==> src/rtl/pid_pkg.sv <==
// Shared types and helpers for the line-follower PID controller (pid_line_ctrl).
package pid_pkg;

    typedef enum logic [2:0] {
        ST_IDLE,
        ST_CAPTURE,
        ST_MUL_P,
        ST_MUL_I,
        ST_MUL_D,
        ST_SUM
    } pid_state_t;

    function automatic int sensor_weight(input int idx, input int n);
        return 2 * idx - (n - 1);
    endfunction

    function automatic int e_max(input int n);
        return (n * n) / 4;
    endfunction

    function automatic int err_w(input int n);
        return $clog2(e_max(n) + 1) + 1;
    endfunction

    function automatic longint sat_s(input longint v, input int w);
        longint hi;
        longint lo;
        hi = (longint'(1) <<< (w - 1)) - 1;
        lo = -(longint'(1) <<< (w - 1));
        if (v > hi) return hi;
        if (v < lo) return lo;
        return v;
    endfunction

endpackage

==> src/rtl/pid_err_enc.sv <==
// Sensor synchroniser and weighted position encoder.
// With PID_LOST_LINE_EN, lost_err steers back toward the side the line was last seen.
module pid_err_enc
    import pid_pkg::*;
#(
    parameter int N_SENSORS = 4,
    parameter int ERR_W     = err_w(N_SENSORS)
) (
    input  logic                 clk,
    input  logic                 rst_n,
    input  logic [N_SENSORS-1:0] sensors,
    output logic [ERR_W-1:0]     err,
    output logic [ERR_W-1:0]     lost_err,
    output logic                 lost
);

    logic [N_SENSORS-1:0]    sync_q1;
    logic [N_SENSORS-1:0]    sync_q2;
    logic signed [ERR_W-1:0] raw_err;

    always_ff @(posedge clk or negedge rst_n) begin
        if (!rst_n) begin
            sync_q1 <= '0;
            sync_q2 <= '0;
        end else begin
            sync_q1 <= sensors;
            sync_q2 <= sync_q1;
        end
    end

    // Every subset sum of the weights stays within +/-E_MAX, so no partial sum overflows.
    always_comb begin
        raw_err = '0;
        for (int i = 0; i < N_SENSORS; i++) begin
            if (sync_q2[i]) raw_err = raw_err + ERR_W'(sensor_weight(i, N_SENSORS));
        end
    end

    assign err  = raw_err;
    assign lost = (sync_q2 == '0);

`ifdef PID_LOST_LINE_EN
    localparam logic signed [ERR_W-1:0] E_POS = ERR_W'(e_max(N_SENSORS));

    logic last_neg;

    always_ff @(posedge clk or negedge rst_n) begin
        if (!rst_n) begin
            last_neg <= 1'b0;
        end else if (raw_err != '0) begin
            last_neg <= raw_err[ERR_W-1];
        end
    end

    assign lost_err = last_neg ? -E_POS : E_POS;
`else
    assign lost_err = '0;
`endif

endmodule

==> src/rtl/pid_line_ctrl.sv <==
// Parametrised steering PID: sample divider, sequencing FSM, one shared multiplier.
// Optional lost-line recovery is enabled by defining PID_LOST_LINE_EN.
//
//  state   | meaning
//  IDLE    | wait for sample tick
//  CAPTURE | latch err, gated gains, ki switch
//  MUL_P   | p = kp*err
//  MUL_I   | integ = sat(integ+err), i = ki*integ
//  MUL_D   | d = kd*(err-e_prev), register saturated sum, raise out_valid
//  SUM     | out_valid high for this cycle
module pid_line_ctrl
    import pid_pkg::*;
#(
    parameter int N_SENSORS  = 4,
    parameter int OUT_W      = 13,
    parameter int GAIN_W     = 8,
    parameter int SHIFT      = 0,
    parameter int INT_LIM    = 1024,
    parameter int SAMPLE_DIV = 64
) (
    input  logic                 clk,
    input  logic                 rst_n,
    input  logic [N_SENSORS-1:0] sensors,
    input  logic                 kp_sw,
    input  logic                 ki_sw,
    input  logic                 kd_sw,
    input  logic [GAIN_W-1:0]    kp,
    input  logic [GAIN_W-1:0]    ki,
    input  logic [GAIN_W-1:0]    kd,
    output logic [OUT_W-1:0]     pid_output,
    output logic                 out_valid
);

    localparam int ERR_W = err_w(N_SENSORS);
    localparam int INT_W = $clog2(INT_LIM + 1) + 1;
    localparam int OPD_W = (INT_W > ERR_W + 1) ? INT_W : ERR_W + 1;
    localparam int IS_W  = OPD_W + 1;
    localparam int PRD_W = GAIN_W + 1 + OPD_W;
    localparam int SUM_W = PRD_W + 2;
    localparam int CNT_W = $clog2(SAMPLE_DIV);

    localparam logic signed [IS_W-1:0] LIM_P = IS_W'(INT_LIM);
    localparam logic signed [IS_W-1:0] LIM_N = -LIM_P;

    if (SAMPLE_DIV < 8) begin : g_bad_div
        $error("pid_line_ctrl: SAMPLE_DIV must be at least 8");
    end
    if ((N_SENSORS % 2) != 0 || N_SENSORS < 4 || N_SENSORS > 16) begin : g_bad_n
        $error("pid_line_ctrl: N_SENSORS must be even, 4..16");
    end

    pid_state_t              state;
    logic [CNT_W-1:0]        cnt;
    logic                    tick;
    logic signed [ERR_W-1:0] err, lost_err, err_q, e_prev;
    logic                    lost;
    logic [GAIN_W-1:0]       kp_q, ki_q, kd_q;
    logic                    ki_on_q;
    logic signed [INT_W-1:0] integ_q, integ_nxt;
    logic signed [IS_W-1:0]  integ_sum;
    logic signed [PRD_W-1:0] p_q, i_q, mul_y;
    logic [GAIN_W-1:0]       mul_a;
    logic signed [OPD_W-1:0] mul_b;
    logic signed [SUM_W-1:0] pid_sum, pid_shift;

    pid_err_enc #(
        .N_SENSORS (N_SENSORS),
        .ERR_W     (ERR_W)
    ) u_enc (
        .clk      (clk),
        .rst_n    (rst_n),
        .sensors  (sensors),
        .err      (err),
        .lost_err (lost_err),
        .lost     (lost)
    );

    always_comb begin
        integ_sum = IS_W'(integ_q) + IS_W'(err_q);
        integ_nxt = '0;
        if (ki_on_q) begin
            if (integ_sum > LIM_P)      integ_nxt = INT_W'(LIM_P);
            else if (integ_sum < LIM_N) integ_nxt = INT_W'(LIM_N);
            else                        integ_nxt = INT_W'(integ_sum);
        end
    end

    always_comb begin
        mul_a = '0;
        mul_b = '0;
        case (state)
            ST_MUL_P: begin
                mul_a = kp_q;
                mul_b = OPD_W'(err_q);
            end
            ST_MUL_I: begin
                mul_a = ki_q;
                mul_b = OPD_W'(integ_nxt);
            end
            ST_MUL_D: begin
                mul_a = kd_q;
                mul_b = OPD_W'(err_q) - OPD_W'(e_prev);
            end
            default: ;
        endcase
    end

    assign mul_y = PRD_W'($signed({1'b0, mul_a})) * PRD_W'(mul_b);

    // The d product feeds the sum directly so the output lands as SUM is entered.
    always_comb begin
        pid_sum   = SUM_W'(p_q) + SUM_W'(i_q) + SUM_W'(mul_y);
        pid_shift = pid_sum >>> SHIFT;
    end

    always_ff @(posedge clk or negedge rst_n) begin
        if (!rst_n) begin
            state      <= ST_IDLE;
            cnt        <= '0;
            tick       <= 1'b0;
            err_q      <= '0;
            e_prev     <= '0;
            kp_q       <= '0;
            ki_q       <= '0;
            kd_q       <= '0;
            ki_on_q    <= 1'b0;
            integ_q    <= '0;
            p_q        <= '0;
            i_q        <= '0;
            pid_output <= '0;
            out_valid  <= 1'b0;
        end else begin
            out_valid <= 1'b0;
            tick      <= (cnt == CNT_W'(1));
            cnt       <= (cnt == '0) ? CNT_W'(SAMPLE_DIV - 1) : cnt - CNT_W'(1);
            case (state)
                ST_IDLE: begin
                    if (tick) state <= ST_CAPTURE;
                end
                ST_CAPTURE: begin
                    err_q   <= lost ? lost_err : err;
                    kp_q    <= kp_sw ? kp : '0;
                    ki_q    <= ki_sw ? ki : '0;
                    kd_q    <= kd_sw ? kd : '0;
                    ki_on_q <= ki_sw;
                    state   <= ST_MUL_P;
                end
                ST_MUL_P: begin
                    p_q   <= mul_y;
                    state <= ST_MUL_I;
                end
                ST_MUL_I: begin
                    integ_q <= integ_nxt;
                    i_q     <= mul_y;
                    state   <= ST_MUL_D;
                end
                ST_MUL_D: begin
                    e_prev     <= err_q;
                    pid_output <= OUT_W'(sat_s(longint'(pid_shift), OUT_W));
                    out_valid  <= 1'b1;
                    state      <= ST_SUM;
                end
                ST_SUM: begin
                    state <= ST_IDLE;
                end
                default: state <= ST_IDLE;
            endcase
        end
    end

endmodule
==> config.mk <==
export PLATFORM = sky130hd
export DESIGN_NAME = pid_line_ctrl
export DESIGN_NICKNAME = d
export VERILOG_FILES = /design/src/rtl/pid_pkg.sv /design/src/rtl/pid_err_enc.sv /design/src/rtl/pid_line_ctrl.sv
export SDC_FILE = /design/constraint.sdc
export NUM_CORES = 1
export LEC_CHECK = 0
export CELL_PAD_IN_SITES_DETAIL_PLACEMENT = 1
export CELL_PAD_IN_SITES_GLOBAL_PLACEMENT = 2
export CORE_AREA = 2 2 165 167
export DETAILED_ROUTE_END_ITERATION = 10
export DIE_AREA = 0 0 167 169
export PLACE_DENSITY = 0.89
export SYNTH_ARGS = -nofsm -noshare
export SYNTH_HDL_FRONTEND = slang
export SYNTH_SLANG_ARGS = --single-unit
==> constraint.sdc <==
create_clock -name clk -period 20 [get_ports clk]
set_input_delay 4 -clock clk [delete_from_list [all_inputs] [get_ports clk]]
set_output_delay 4 -clock clk [all_outputs]
set_load 0.01 [all_outputs]
; ---- After elaboration in Yosys (flattened, before gate mapping)
; Index checks and enable logic that the tools add are counted.
; W data, S select, Z words.
[word_totals]
register_bits = 119
in_bits = 33
out_inout_bits = 14
word_cells = 64
[op_classes]
addsub = 8
mul = 1
order_cmp = 4
n_eq_ne = 6
mux = 26
n_reduce_logical = 3
[op_table]
columns = op, n
row1 = $mux W12, 4
row2 = $mux W13, 3
row3 = $pmux W12 S3, 1
row4 = $mux W8, 3
row5 = $pmux W8 S3, 1
row6 = $add A22 B21 Y23, 1
row7 = $gt A23 B13 Y1 const B, 1
row8 = $lt A23 B13 Y1 const B, 1
row9 = $add A21 B21 Y22, 1
row10 = $mul A9 B12 Y21, 1
row11 = $mux W4, 5
row12 = $pmux W3 S5, 1
row13 = $add A12 B4 Y13, 1
row14 = $gt A13 B12 Y1 const B, 1
row15 = $lt A13 B11 Y1 const B, 1
row16 = $eq A3 B2 Y1 const B, 2
row17 = $eq A6 B1 Y1 const B, 1
row18 = $logic_not A6 Y1, 1
row19 = $mux W1, 6
row20 = $mux W6, 1
row21 = $sub A6 B1 Y6 const B, 1
row22 = $sub A4 B4 Y5, 1
row23 = $add A4 B1 Y4 const B, 1
row24 = $add A4 B2 Y4 const B, 1
row25 = 7 further kinds, 7

; ---- Logic depth before layout (Yosys ltp)
[logic_depth]
ltp_word = 15
mapped_depth = 45
ltp_nobuf = 42

; ---- Cells and area by module
; A second synthesis with hierarchy kept.
[unflattened]
cells_unflattened = 1284
hier_area_um2 = 11349.6
[modules_own_cells]
columns = module, n_inst, cells_per_inst, area_per_inst_um2, seq_area_each_um2
row1 = pid_line_ctrl, 1, 1254, 10965.5, 2777.7
row2 = pid_err_enc, 1, 30, 384.1, 200.2

; ---- Least setup slack after synthesis
; No wires, ideal clock.
[synth_path]
path_kind = flip-flop to flip-flop
from = register err_q[0]
to = register pid_output[0]
setup_ps = 83
t_arrival_ps = 9489
t_required_ps = 19917
path_slack_ps = 10428
path_stages_with_launch = 43
path_buffers = 2
period_less_slack_ps = 9572
path_cell_list = dfrtp_1 ha_1 inv_1 fa_1 nor2b_1 o21a_1 or3_1 a2111oi_2 o221ai_1 o41a_1 o31ai_2 buf_2 a21oi_1 or2_1 fa_1 inv_1 fa_1 ha_1 [7 not listed] o311a_1 o31a_1 a21o_1 a21oi_1 xor2_1 inv_1 fa_1 ha_1 and4_1 nand2_1 nor3_1 and2_1 a22o_1 nor4_1 nand4_1 o31a_1 clkbuf_1 o22ai_1
[synth_between]
elab_chain_len = 14
word_cells_on_any_way = 21
classes_between = add/sub: 3 / mul: 1 / order compare: 4 / mux: 13
[synth_lines]
columns = item, line
row1 = start: declaration, pid_line_ctrl.sv:55  ; logic signed [ERR_W-1:0] err, lost_err, err_q, e_prev;
row2 = start signal: assignment, pid_line_ctrl.sv:141  ; err_q <= lost ? lost_err : err;
row3 = $add A12 B4 Y13, pid_line_ctrl.sv:79  ; integ_sum = IS_W'(integ_q) + IS_W'(err_q);
row4 = $lt A13 B11 Y1, pid_line_ctrl.sv:83  ; else if (integ_sum < LIM_N) integ_nxt = INT_W'(LIM_N);
row5 = $mux W12, pid_line_ctrl.sv:83
row6 = $mux W12, pid_line_ctrl.sv:82  ; if (integ_sum > LIM_P) integ_nxt = INT_W'(LIM_P);
row7 = $mux W12, pid_line_ctrl.sv:81  ; if (ki_on_q) begin
row8 = $pmux W12 S3 *, pid_line_ctrl.sv:91  ; case (state)
row9 = $mul A9 B12 Y21 *, pid_line_ctrl.sv:108  ; assign mul_y = PRD_W'($signed({1'b0, mul_a})) * PRD_W'(mul_b);
row10 = via mul_y[17], pid_line_ctrl.sv:61  ; logic signed [PRD_W-1:0] p_q, i_q, mul_y;
row11 = $add A22 B21 Y23 *, pid_line_ctrl.sv:112  ; pid_sum = SUM_W'(p_q) + SUM_W'(i_q) + SUM_W'(mul_y);
row12 = $lt A23 B13 Y1, pid_pkg.sv:31  ; if (v < lo) return lo;
row13 = $mux W1 (2 in a row), pid_pkg.sv:31
row14 = $mux W1, pid_line_ctrl.sv:136  ; case (state)
row15 = $mux W13, pid_pkg.sv:32  ; return v;
row16 = $mux W13 *, pid_pkg.sv:31
row17 = end signal: assignment, pid_line_ctrl.sv:159  ; pid_output <= OUT_W'(sat_s(longint'(pid_shift), OUT_W));
row18 = end: declaration, pid_line_ctrl.sv:30  ; output logic [OUT_W-1:0] pid_output,
; Mark *: on every way through the listed nets, which the timed path passes. The rest lies on a longest branch. The select of a mux whose other input is x is not followed.
; A chain may end at the register's enable or synchronous reset.

; ---- Final worst setup path
[layout_path]
from = register err_q[0]
to = register pid_output[5]
; Same word-level chain as after synthesis.

==> impl_metrics.env <==
export IMPL_wire_per_inst_um=16.5
export IMPL_overflow=0
export IMPL_synth_seq_cells=119
export IMPL_fin_crit_ps=10880
export IMPL_startpoint="err_q[0]$_DFFE_PN0N_"
export IMPL_cts_buffer_depth=2
export IMPL_drt_wl_total_um=27200
export IMPL_num_rows=60
export IMPL_cts_buffers=17
export IMPL_synth_cells=1255
export IMPL_critPathMaxStageDelay_ps=830
export IMPL_synth_area_top_cells="dfrtp_1, fa_1, ha_1, inv_1, nand2_1"
export IMPL_fin_area_um2=12400
export IMPL_multi_input_area_um2=7160
export IMPL_viasPerCell=5.26
export IMPL_tritoncts="built"
export IMPL_seq_area_um2=2980
export IMPL_final_core_util_pct=46.9
export IMPL_synth_top_family_by_area="adder cells"
export IMPL_cp_arrival_ps=11220
export IMPL_initial_core_util_pct=41.5
export IMPL_io_buffers=46
export IMPL_p_sw_uw=148
export IMPL_drtIter0Drc=320
export IMPL_synthDistinctLibCells=68
export IMPL_max_freq_ghz=0.0919
export IMPL_min_delay_start="u_enc.sync_q1[0]$_DFF_PN0_"
export IMPL_slowest_stage="a222oi_1"
export IMPL_timing_hold_ws_ps=344
export IMPL_hold_buffers=0
export IMPL_intPower_uw=451
export IMPL_drt_pass1_iterations=5
export IMPL_status="complete, no violations"
export IMPL_endpoint_kind="flip-flop"
export IMPL_clk_pin_slew_ps=70
export IMPL_ant_nets=0
export IMPL_route_detailed_drc=0
export IMPL_synth_enable_flop_cells=0
export IMPL_power_frac_comb_pct=2.9
export IMPL_critPathKind="reg2reg"
export IMPL_rsz0062_at_grt="false"
export IMPL_place_area_um2=11800
export IMPL_setup_violations=0
export IMPL_synth_compound_area_share_pct=16.0
export IMPL_grt_pass1_wl_um=47200
export IMPL_syn_area_um2=11000
export IMPL_fillers=3091
export IMPL_p_total_uw=599
export IMPL_p_sw_share_pct=24.7
export IMPL_ios=47
export IMPL_maxSlewHeadroom_pct=21.5
export IMPL_synth_top_area_share_pct=27.1
export IMPL_antenna_found_initial=0
export IMPL_power_frac_seq_pct=40.5
export IMPL_syn_nets=1478
export IMPL_synth_async_reset_ratio_pct=100
export IMPL_cp_max_fo=20
export IMPL_synth_warnings=0
export IMPL_track_usage_pct=20.5
export IMPL_final_nets=1511
export IMPL_cp_data_required_time_ps=20340
export IMPL_die_h_um=169
export IMPL_diodes=0
export IMPL_ir_drop_uv=42.8
export IMPL_cts_sinks=119
export IMPL_clock_skew_ps=17.0
export IMPL_synth_xor_area_share_pct=3.66
export IMPL_ys_flop_type="dfrtp_1"
export IMPL_synthAdderAreaFrac_pct=28.6
export IMPL_clkPwrFrac_pct=56.7
export IMPL_hold_class="reg2reg"
export IMPL_dieArea_um2=28200
export IMPL_final_layout_size_suffix_gt1_share_pct=5.38
export IMPL_tightest_slew_ps=1180
export IMPL_synthTopCellsByCount="inv_1, nand2_1, dfrtp_1, nor2_1, fa_1"
export IMPL_synth_top_area_cell="dfrtp_1"
export IMPL_cts_htree_levels=4
export IMPL_synth_area_mux_share_pct=1.02
export IMPL_crit_path_start_kind="flip-flop"
export IMPL_synth_simple_area_share_pct=15.8
export IMPL_synth_avg_cell_area_um2=8.77
export IMPL_post_cts_setup_buffers=0
export IMPL_finalCritPeriodShare_pct=54.4
export IMPL_maxCapViolCount=0
export IMPL_area_growth_pct=13.0
export IMPL_dp_hpwl_um=20600
export IMPL_cts_root_buffer="clkbuf_16"
export IMPL_vias=8639
export IMPL_ctsResizeCount=0
export IMPL_synth_most_common_cell="inv_1"
export IMPL_grt_max_degree=68
export IMPL_p_per_area_nw_per_um2=48.1
export IMPL_cellLeakagePower_uw=0.00612
export IMPL_coreArea_um2=26500
export IMPL_gp_congestion=0.807
export IMPL_insertion_delay_ps=430
export IMPL_grt_pass1_vias=9630
export IMPL_hold_viol=0
export IMPL_setup_tns_ps=0
export IMPL_r2r_start="err_q[0]$_DFFE_PN0N_"
export IMPL_die_width_um=167
export IMPL_slew_violations=0
export IMPL_seq_area_frac_synth_pct=27.1
-- metrics by stage --
| stage | std cells | setup slack [ps] |
|---|---|---|
| detailed placement | 1610 | 9280 |
| CTS | 1642 | 9140 |
| global placement | 1610 | 9610 |
| finish | 1642 | 9120 |
| global route | 1642 | 8500 |
| floorplan | 1255 | 10430 |
-- cell usage in the layout, fill, tap and decap left out, types with 14 or more instances in the layout --
master / count
o22ai_1: 14
inv_1: 186
nand2_1: 140
dfrtp_1: 119
nor3_1: 21
a21oi_1: 54
clkbuf_16: 17
clkdlybuf4s50_1: 45
o21ai_0: 94
a21o_1: 15
ha_1: 87
nor2_1: 119
or2_1: 29
xor2_1: 19
fa_1: 103
xnor2_1: 27
-- metal layers --
layer	wire length [µm]	track usage [%]	up-vias
li1	-	-	4194
met1	12400	25.2	4277
met2	13600	37.1	118
met3	601	2.74	50
met4	578	6.71	0
met5	0	0	-
-- cell type report --
cell class,count,area share [%]
clock inverters,15,1.63
multi-input cells,906,57.6
flip-flops and latches,119,23.9
inverters,186,5.61
clock buffers,17,3.42
repair buffers,58,4.41
well taps,341,3.43
-- power groups by stage --
stage	clock (µW)	sequential (µW)	combinational, µW
2_1_floorplan	0	247	5.38
3_3_place_gp	0	247	17.6
3_5_place_dp	0	247	17.8
4_1_cts	348	242	17.9
5_1_grt	357	242	19.7
6_report	339	242	17.2
-- critical path, delay by kind of cell (launching register included) --
family | cells | cell delay, ps
adder cells (fa/ha/maj) | 9 | 3450
AO/OA/AOI/OAI | 16 | 4350
AND/OR/NAND/NOR | 8 | 1550
XOR/XNOR | 2 | 450
flip-flops | 1 | 420
buffers and inverters | 6 | 560
-- state kept, by name (all words and copies together), names as in the netlist --
register       count
err_q              4
i_q               21
out_valid          1
kp_q               8
cnt                6
u_enc.sync_q1      4
u_enc.sync_q2      4
kd_q               8
pid_output        13
p_q               21
ki_q               8
e_prev             4
state              3
ki_on_q            1
integ_q           12
tick               1
-- worst paths after layout --
| path | to | slack, ps | cells after the start |
|---|---|---|---|
| setup / recovery | pid_output[5]$_DFFE_PN0P_ | 9120 | 41 |
| hold / removal | u_enc.sync_q2[0]$_DFF_PN0_ | 340 | 0 |
| setup reg to reg | pid_output[5]$_DFFE_PN0P_ | 9120 | 41 |
| hold reg to reg | u_enc.sync_q2[0]$_DFF_PN0_ | 340 | 0 |
| max in group asynchronous | kd_q[7]$_DFFE_PN0N_ | 15050 | 2 |
| min in group asynchronous | out_valid$_DFF_PN0_ | 3600 | 1 |
-- cells by family (layout without fill, tap and decap cells) --
group,Yosys count,count (layout)
multiplexers,11,11
flip-flops,119,119
buffers and inverters,230,276
AO/OA/AOI/OAI,273,273
adder cells (fa/ha/maj),190,190
AND/OR/NAND/NOR,386,386
XOR/XNOR,46,46
(Power assumes the default switching activity.)
